$ cat src/rtl/serial_adder_subtractor_if.sv
// Request/response bundle for serial_adder_subtractor: operand handshake in, result and flags out.
// The requester drives through master; the arithmetic unit sits on slave.
interface serial_adder_subtractor_if #(
  parameter int WIDTH = 16
);
  logic             in_valid;
  logic             in_ready;
  logic [WIDTH-1:0] a;
  logic [WIDTH-1:0] b;
  logic             sub;
  logic             out_valid;
  logic             out_ready;
  logic [WIDTH-1:0] result;
  logic             carry_out;
  logic             signed_overflow;
  logic             unsigned_overflow;
  logic             zero_flag;
  logic             negative_flag;

  modport master (
    output in_valid, a, b, sub, out_ready,
    input  in_ready, out_valid, result, carry_out, signed_overflow,
           unsigned_overflow, zero_flag, negative_flag
  );

  modport slave (
    input  in_valid, a, b, sub, out_ready,
    output in_ready, out_valid, result, carry_out, signed_overflow,
           unsigned_overflow, zero_flag, negative_flag
  );
endinterface

$ cat src/rtl/serial_adder_subtractor.sv
// Digit-serial A+B / A-B, DIGIT_W bits per clock LSB first, result and flags on a valid/ready port.
// Optional macro SERIAL_ADDSUB_SAT_EN: saturate the result on signed overflow instead of wrapping.
module serial_adder_subtractor #(
  parameter int WIDTH   = 16,
  parameter int DIGIT_W = 1
) (
  input logic                     clk,
  input logic                     rst,
  serial_adder_subtractor_if.slave bus
);
  localparam int N     = WIDTH / DIGIT_W;
  localparam int CNT_W = (N > 1) ? $clog2(N) : 1;

  typedef enum logic [1:0] {
    IDLE = 2'd0,
    RUN  = 2'd1,
    DONE = 2'd2
  } state_t;

  state_t                   state_r;
  state_t                   state_nxt_s;
  logic [WIDTH-1:0]         a_r;
  logic [WIDTH-1:0]         b_r;
  logic [WIDTH-1:0]         acc_r;
  logic [WIDTH-1:0]         result_r;
  logic                     carry_r;
  logic                     sub_r;
  logic [CNT_W-1:0]         cnt_r;
  logic                     carry_out_r;
  logic                     signed_ovf_r;
  logic                     unsigned_ovf_r;
  logic                     zero_r;
  logic                     negative_r;

  logic [DIGIT_W-1:0]       digit_sum_s;
  logic                     digit_cout_s;
  logic                     digit_cmsb_s;
  logic [WIDTH+DIGIT_W-1:0] shift_cat_s;
  logic [WIDTH-1:0]         final_raw_s;
  logic [WIDTH-1:0]         final_res_s;
  logic                     sovf_s;
  logic                     last_digit_s;

`ifdef SERIAL_ADDSUB_SAT_EN
  function automatic logic [WIDTH-1:0] sat_value(input logic a_sign);
    sat_value = a_sign ? {1'b1, {(WIDTH-1){1'b0}}} : {1'b0, {(WIDTH-1){1'b1}}};
  endfunction
`endif

  // Ripple add of the current digit; also keeps the carry into the digit's top bit,
  // which on the last digit is the carry into the word MSB.
  always_comb begin
    logic c_v;
    c_v          = carry_r;
    digit_sum_s  = {DIGIT_W{1'b0}};
    digit_cmsb_s = 1'b0;
    for (int i = 0; i < DIGIT_W; i++) begin
      digit_sum_s[i] = a_r[i] ^ b_r[i] ^ c_v;
      digit_cmsb_s   = c_v;
      c_v            = (a_r[i] & b_r[i]) | (c_v & (a_r[i] ^ b_r[i]));
    end
    digit_cout_s = c_v;
  end

  // Shift the new digit in from the MSB side and form the final (optionally saturated) word.
  always_comb begin
    shift_cat_s  = {digit_sum_s, acc_r};
    final_raw_s  = shift_cat_s[WIDTH+DIGIT_W-1:DIGIT_W];
    sovf_s       = digit_cmsb_s ^ digit_cout_s;
    last_digit_s = (cnt_r == CNT_W'(N - 1));
`ifdef SERIAL_ADDSUB_SAT_EN
    if (sovf_s) begin
      final_res_s = sat_value(a_r[DIGIT_W-1]);
    end else begin
      final_res_s = final_raw_s;
    end
`else
    final_res_s = final_raw_s;
`endif
  end

  // Next-state logic for IDLE -> RUN -> DONE -> IDLE.
  always_comb begin
    state_nxt_s = state_r;
    case (state_r)
      IDLE: begin
        if (bus.in_valid) begin
          state_nxt_s = RUN;
        end else begin
          state_nxt_s = IDLE;
        end
      end
      RUN: begin
        if (last_digit_s) begin
          state_nxt_s = DONE;
        end else begin
          state_nxt_s = RUN;
        end
      end
      DONE: begin
        if (bus.out_ready) begin
          state_nxt_s = IDLE;
        end else begin
          state_nxt_s = DONE;
        end
      end
      default: state_nxt_s = IDLE;
    endcase
  end

  // State register.
  always_ff @(posedge clk) begin
    if (rst) begin
      state_r <= IDLE;
    end else begin
      state_r <= state_nxt_s;
    end
  end

  // Operand shifters, carry, digit counter and the result/flag registers.
  always_ff @(posedge clk) begin
    if (rst) begin
      a_r            <= {WIDTH{1'b0}};
      b_r            <= {WIDTH{1'b0}};
      acc_r          <= {WIDTH{1'b0}};
      result_r       <= {WIDTH{1'b0}};
      carry_r        <= 1'b0;
      sub_r          <= 1'b0;
      cnt_r          <= {CNT_W{1'b0}};
      carry_out_r    <= 1'b0;
      signed_ovf_r   <= 1'b0;
      unsigned_ovf_r <= 1'b0;
      zero_r         <= 1'b0;
      negative_r     <= 1'b0;
    end else begin
      case (state_r)
        IDLE: begin
          if (bus.in_valid) begin
            // Subtraction as A + ~B + 1: the +1 enters through the initial carry.
            a_r     <= bus.a;
            b_r     <= bus.sub ? ~bus.b : bus.b;
            sub_r   <= bus.sub;
            carry_r <= bus.sub;
            cnt_r   <= {CNT_W{1'b0}};
          end else begin
            cnt_r <= cnt_r;
          end
        end
        RUN: begin
          a_r     <= a_r >> DIGIT_W;
          b_r     <= b_r >> DIGIT_W;
          acc_r   <= final_raw_s;
          carry_r <= digit_cout_s;
          cnt_r   <= cnt_r + CNT_W'(1);
          if (last_digit_s) begin
            result_r       <= final_res_s;
            carry_out_r    <= digit_cout_s;
            signed_ovf_r   <= sovf_s;
            unsigned_ovf_r <= sub_r ? ~digit_cout_s : digit_cout_s;
            zero_r         <= (final_res_s == {WIDTH{1'b0}});
            negative_r     <= final_res_s[WIDTH-1];
          end else begin
            result_r <= result_r;
          end
        end
        DONE:    cnt_r <= cnt_r;
        default: cnt_r <= {CNT_W{1'b0}};
      endcase
    end
  end

  assign bus.in_ready          = (state_r == IDLE);
  assign bus.out_valid         = (state_r == DONE);
  assign bus.result            = result_r;
  assign bus.carry_out         = carry_out_r;
  assign bus.signed_overflow   = signed_ovf_r;
  assign bus.unsigned_overflow = unsigned_ovf_r;
  assign bus.zero_flag         = zero_r;
  assign bus.negative_flag     = negative_r;
endmodule
$ cat src/flat_wrapper.sv
// flat-port wrapper written by rule: the top's interface ports become plain ports
module serial_adder_subtractor_flat 
#(
  parameter int WIDTH   = 16,
  parameter int DIGIT_W = 1
)
  (clk, rst, bus_in_valid, bus_a, bus_b, bus_sub, bus_out_ready, bus_in_ready, bus_out_valid, bus_result, bus_carry_out, bus_signed_overflow, bus_unsigned_overflow, bus_zero_flag, bus_negative_flag);
  serial_adder_subtractor_if #(.WIDTH(WIDTH)) bus_i ();
  input logic clk;
  input logic rst;
  input wire logic [$bits(bus_i.in_valid)-1:0] bus_in_valid;
  input wire logic [$bits(bus_i.a)-1:0] bus_a;
  input wire logic [$bits(bus_i.b)-1:0] bus_b;
  input wire logic [$bits(bus_i.sub)-1:0] bus_sub;
  input wire logic [$bits(bus_i.out_ready)-1:0] bus_out_ready;
  output wire logic [$bits(bus_i.in_ready)-1:0] bus_in_ready;
  output wire logic [$bits(bus_i.out_valid)-1:0] bus_out_valid;
  output wire logic [$bits(bus_i.result)-1:0] bus_result;
  output wire logic [$bits(bus_i.carry_out)-1:0] bus_carry_out;
  output wire logic [$bits(bus_i.signed_overflow)-1:0] bus_signed_overflow;
  output wire logic [$bits(bus_i.unsigned_overflow)-1:0] bus_unsigned_overflow;
  output wire logic [$bits(bus_i.zero_flag)-1:0] bus_zero_flag;
  output wire logic [$bits(bus_i.negative_flag)-1:0] bus_negative_flag;
  assign bus_i.in_valid = bus_in_valid;
  assign bus_i.a = bus_a;
  assign bus_i.b = bus_b;
  assign bus_i.sub = bus_sub;
  assign bus_i.out_ready = bus_out_ready;
  assign bus_in_ready = bus_i.in_ready;
  assign bus_out_valid = bus_i.out_valid;
  assign bus_result = bus_i.result;
  assign bus_carry_out = bus_i.carry_out;
  assign bus_signed_overflow = bus_i.signed_overflow;
  assign bus_unsigned_overflow = bus_i.unsigned_overflow;
  assign bus_zero_flag = bus_i.zero_flag;
  assign bus_negative_flag = bus_i.negative_flag;
  serial_adder_subtractor #(.WIDTH(WIDTH), .DIGIT_W(DIGIT_W)) u_core (.clk(clk), .rst(rst), .bus(bus_i));
endmodule
$ cat config.mk
export PLATFORM = sky130hd
export DESIGN_NAME = serial_adder_subtractor_flat
export DESIGN_NICKNAME = d
export VERILOG_FILES = /design/src/rtl/serial_adder_subtractor_if.sv /design/src/rtl/serial_adder_subtractor.sv /design/src/flat_wrapper.sv
export SDC_FILE = /design/constraint.sdc
export NUM_CORES = 1
export LEC_CHECK = 0
export ABC_CLOCK_PERIOD_IN_PS = 1200
export CORE_ASPECT_RATIO = 0.75
export CORE_MARGIN = 4
export CORE_UTILIZATION = 47
export DETAILED_ROUTE_END_ITERATION = 8
export HOLD_SLACK_MARGIN = 0.05
export PLACE_DENSITY = 0.76
export SYNTH_ARGS = -nofsm -noshare
export SYNTH_HDL_FRONTEND = slang
export SYNTH_SLANG_ARGS = --single-unit
$ cat constraint.sdc
create_clock -name clk -period 1.2 [get_ports clk]
set_input_delay 0.24 -clock clk [delete_from_list [all_inputs] [get_ports clk]]
set_output_delay 0.24 -clock clk [all_outputs]
set_load 0.05 [all_outputs]
==> metrics.cfg <==
[run_status]
status = finished with violations
violations = negative setup slack

[synthesis]
synth-simple-area-share = 0.168
synth-compound-area-share = 0.233
synth-xor-area-share = 0.0532
ys_ff_latch = 75
synth_cell_types = 38
ys_seq_area_frac = 0.456
synthMuxAreaShare = 0.00304
synth_warnings = 0
synthCells = 375
synth_fa_ha_area_frac = 0.00987
avgSynthCellArea_um2 = 8.79
synth_nets = 414
synth_top_family_by_area = compound AO/OA/AOI/OAI gates
syn-cell-area_um2 = 3290

[setup_path]
worst_path_largest_cell_delay_ps = 390
start_kind = register
crit_family = flip-flops
crit_buf_inv = 2
worst-r2r-setup-slack_ps = -130
cp_max_fo = 15
crit_type = reg -> out
path_depth = 3
cp.required_ps = 960
reg2reg_depth = 6
worstSetupStartpoint = u_core.state_r[0]
cp-end-kind = primary output
endpoint = bus_in_ready
critPathArrivalTime_ps = 1160
slowest_stage = dfxtp_4
r2r-end = u_core.bus.result[7]
r2r_start = u_core.state_r[0]
cp_cell_sequence = buf_12 -> nor2_4 -> buf_6

[sta]
fmax_mhz = 716
fin_skew_ps = 5.42
rsz0062_at_grt = true
min_period_over_period = 1.16
hold_violations = 0
tightest_slew_ps = 398
min_period_ps = 1400
worst_slack_ps = -196
whs_ps = 356
setup_violations = 54
final-max-slew-violation-count = 0
slew_headroom = 0.732

[clock_tree]
cts_tree = yes
ctsHoldBuffers = 0
cts.sinks = 75
clk-insertion-delay-late_ps = 350
cts_buffers = 9
clk_pin_slew_ps = 70
htreeDepth = 3
clockBufferDepth = 2
clk_root_buffer_cell = clkbuf_8

[floorplan]
ioPinCount = 60
dieHeight_um = 80.5
core_region_area_um2 = 6800
die_area_um2 = 8430
start_util = 0.485
die_w_um = 105
num_rows = 26

[detailed_routing]
viasPerCell = 5.66
postRouteAntennaNets = 0
drtIter0Drc = 187
drc = 0
vias = 3115
post_drt_wl_per_cell_um = 17.1
drt-total-wl_um = 9430
drtPass1Iterations = 4

[finish]
mostFrequentLayoutCell = dfxtp_1
fin_nets = 500
area_growth_pct = 52.4
drive_gt1_frac = 0.309
antenna_cells = 0
final_cell_mix = dfxtp_1, nand2_1, clkdlybuf4s50_1

[placed_design]
port_buffers = 59
post-dp-hpwl_um = 5530
gp_congestion = 0.833

[grt]
grt-ovfl-total = 0
grt_pass1_wl_um = 14300
antenna_found_initial = 0
grt_max_degree = 33
track_usage = 0.210
first_global_vias = 2942

[run]
drv_cap = 0

[power_and_ir_drop]
powerDensity_nw_per_um2 = 1140
total_power_uw = 5740
power_leakage_uw = 0.00186
ir_drop_mv = 0.724

[worst_hold_path]
worstHoldPathType = in -> reg

## timing repair
action | CTS | global route
cloned | 3 | 2
buffers inserted | 3 | 9
endpoints found under the hold margin | 0 | 0
setup endpoints to repair | 75 | 67
pin swaps | 5 | 11
gates resized for setup | 34 | 56
## stage by stage
stage / instances / cell area (um2) / TNS, ps / util / setup slack, ps
finish: 550 / 5020 / -3610 / 0.738 / -196
detailed placement: 518 / 4380 / -15570 / 0.644 / -483
floorplan: 375 / 3340 / -46.6 / - / -46.6
global route: 550 / 5020 / -6460 / 0.738 / -227
CTS: 540 / 4800 / -2080 / 0.706 / -200
global placement: 518 / 4380 / -13460 / 0.644 / -374
## power by group
part / total [uW] / switching (uW) / internal, uW
combinational: 776 / 372 / 403
clock: 2300 / 906 / 1400
sequential: 2660 / 71.9 / 2590
total: 5740 / 1350 / 4390
## worst min-delay path by stage
stage,startpoint,end,slack [ps],depth (start not counted)
after global routing,rst,u_core.sub_r,380,3
after global placement,u_core.b_r[3],u_core.b_r[3],440,1
after detailed placement,u_core.b_r[5],u_core.b_r[5],450,1
final,rst,u_core.sub_r,360,3
after CTS,rst,u_core.sub_r,360,3
after floorplan,bus_a[15],u_core.a_r[15],380,2
## synth_stat cells
master | n | area, um2
a21oi_1 | 35 | 175
buf_4 | 8 | 60.1
nand2b_2 | 1 | 8.76
buf_1 | 3 | 11.3
and4_1 | 1 | 8.76
nor3b_1 | 2 | 15.0
xnor2_1 | 2 | 17.5
xor2_1 | 18 | 158
nor2b_1 | 4 | 25.0
nor4_1 | 3 | 18.8
a32oi_1 | 2 | 17.5
or2_1 | 1 | 6.26
a31oi_1 | 1 | 6.26
a22oi_1 | 16 | 120
nor2_4 | 1 | 11.3
o21ba_1 | 1 | 10.0
mux2i_1 | 1 | 10.0
a211oi_1 | 1 | 7.51
nand4b_1 | 1 | 8.76
nor2_1 | 26 | 97.6
a2bb2oi_1 | 1 | 8.76
nand3_1 | 20 | 100
fa_1 | 1 | 20.0
o31ai_1 | 1 | 7.51
buf_6 | 8 | 90.1
a311oi_2 | 4 | 60.1
nand2b_1 | 1 | 6.26
buf_2 | 8 | 40.0
nand4_1 | 2 | 12.5
inv_1 | 4 | 15.0
a311oi_1 | 13 | 114
o2bb2ai_1 | 16 | 140
dfxtp_1 | 75 | 1500
nor3_1 | 2 | 10.0
o21ai_0 | 20 | 100
clkbuf_1 | 10 | 37.5
nand2_1 | 60 | 225
ha_1 | 1 | 12.5
## flip-flops by register name, indices dropped and copies added (netlist names), 2 cells and up
register           cells
u_core.b_r            16
u_core.state_r         2
u_core.bus.result     16
u_core.acc_r          15
u_core.cnt_r           4
u_core.a_r            16
## kinds of logic after synthesis
group / Yosys count
AND/OR/NAND/NOR: 125
AO/OA/AOI/OAI: 111
flip-flops: 75
buffers and inverters: 41
XOR/XNOR: 20
adder cells (fa/ha/maj): 2
multiplexers: 1
## routing by layer
| layer | GRT usage | part of all wire | up-vias |
|---|---|---|---|
| met3 | 0.0635 | 0.072 | 22 |
| met2 | 0.347 | 0.49 | 119 |
| met4 | 0.0485 | 0.020 | 0 |
| met1 | 0.272 | 0.42 | 1464 |
| met5 | 0 | 0 | - |
| li1 | - | - | 1510 |
## final cells by class
cell class	instances	area, um2
well taps	84	105
clock buffers	13	179
flip-flops and latches	75	1520
repair buffers	112	1420
fillers	445	1780
inverters	4	22.5
multi-input cells	259	1710
clock inverters	3	67.6
## tightest hold or removal path, delay by kind of cell
kind                   cells  cell delay (ps)
buffers and inverters      2              360
AND/OR/NAND/NOR            1               70
No activity file was read; power rests on OpenSTA's default activity.
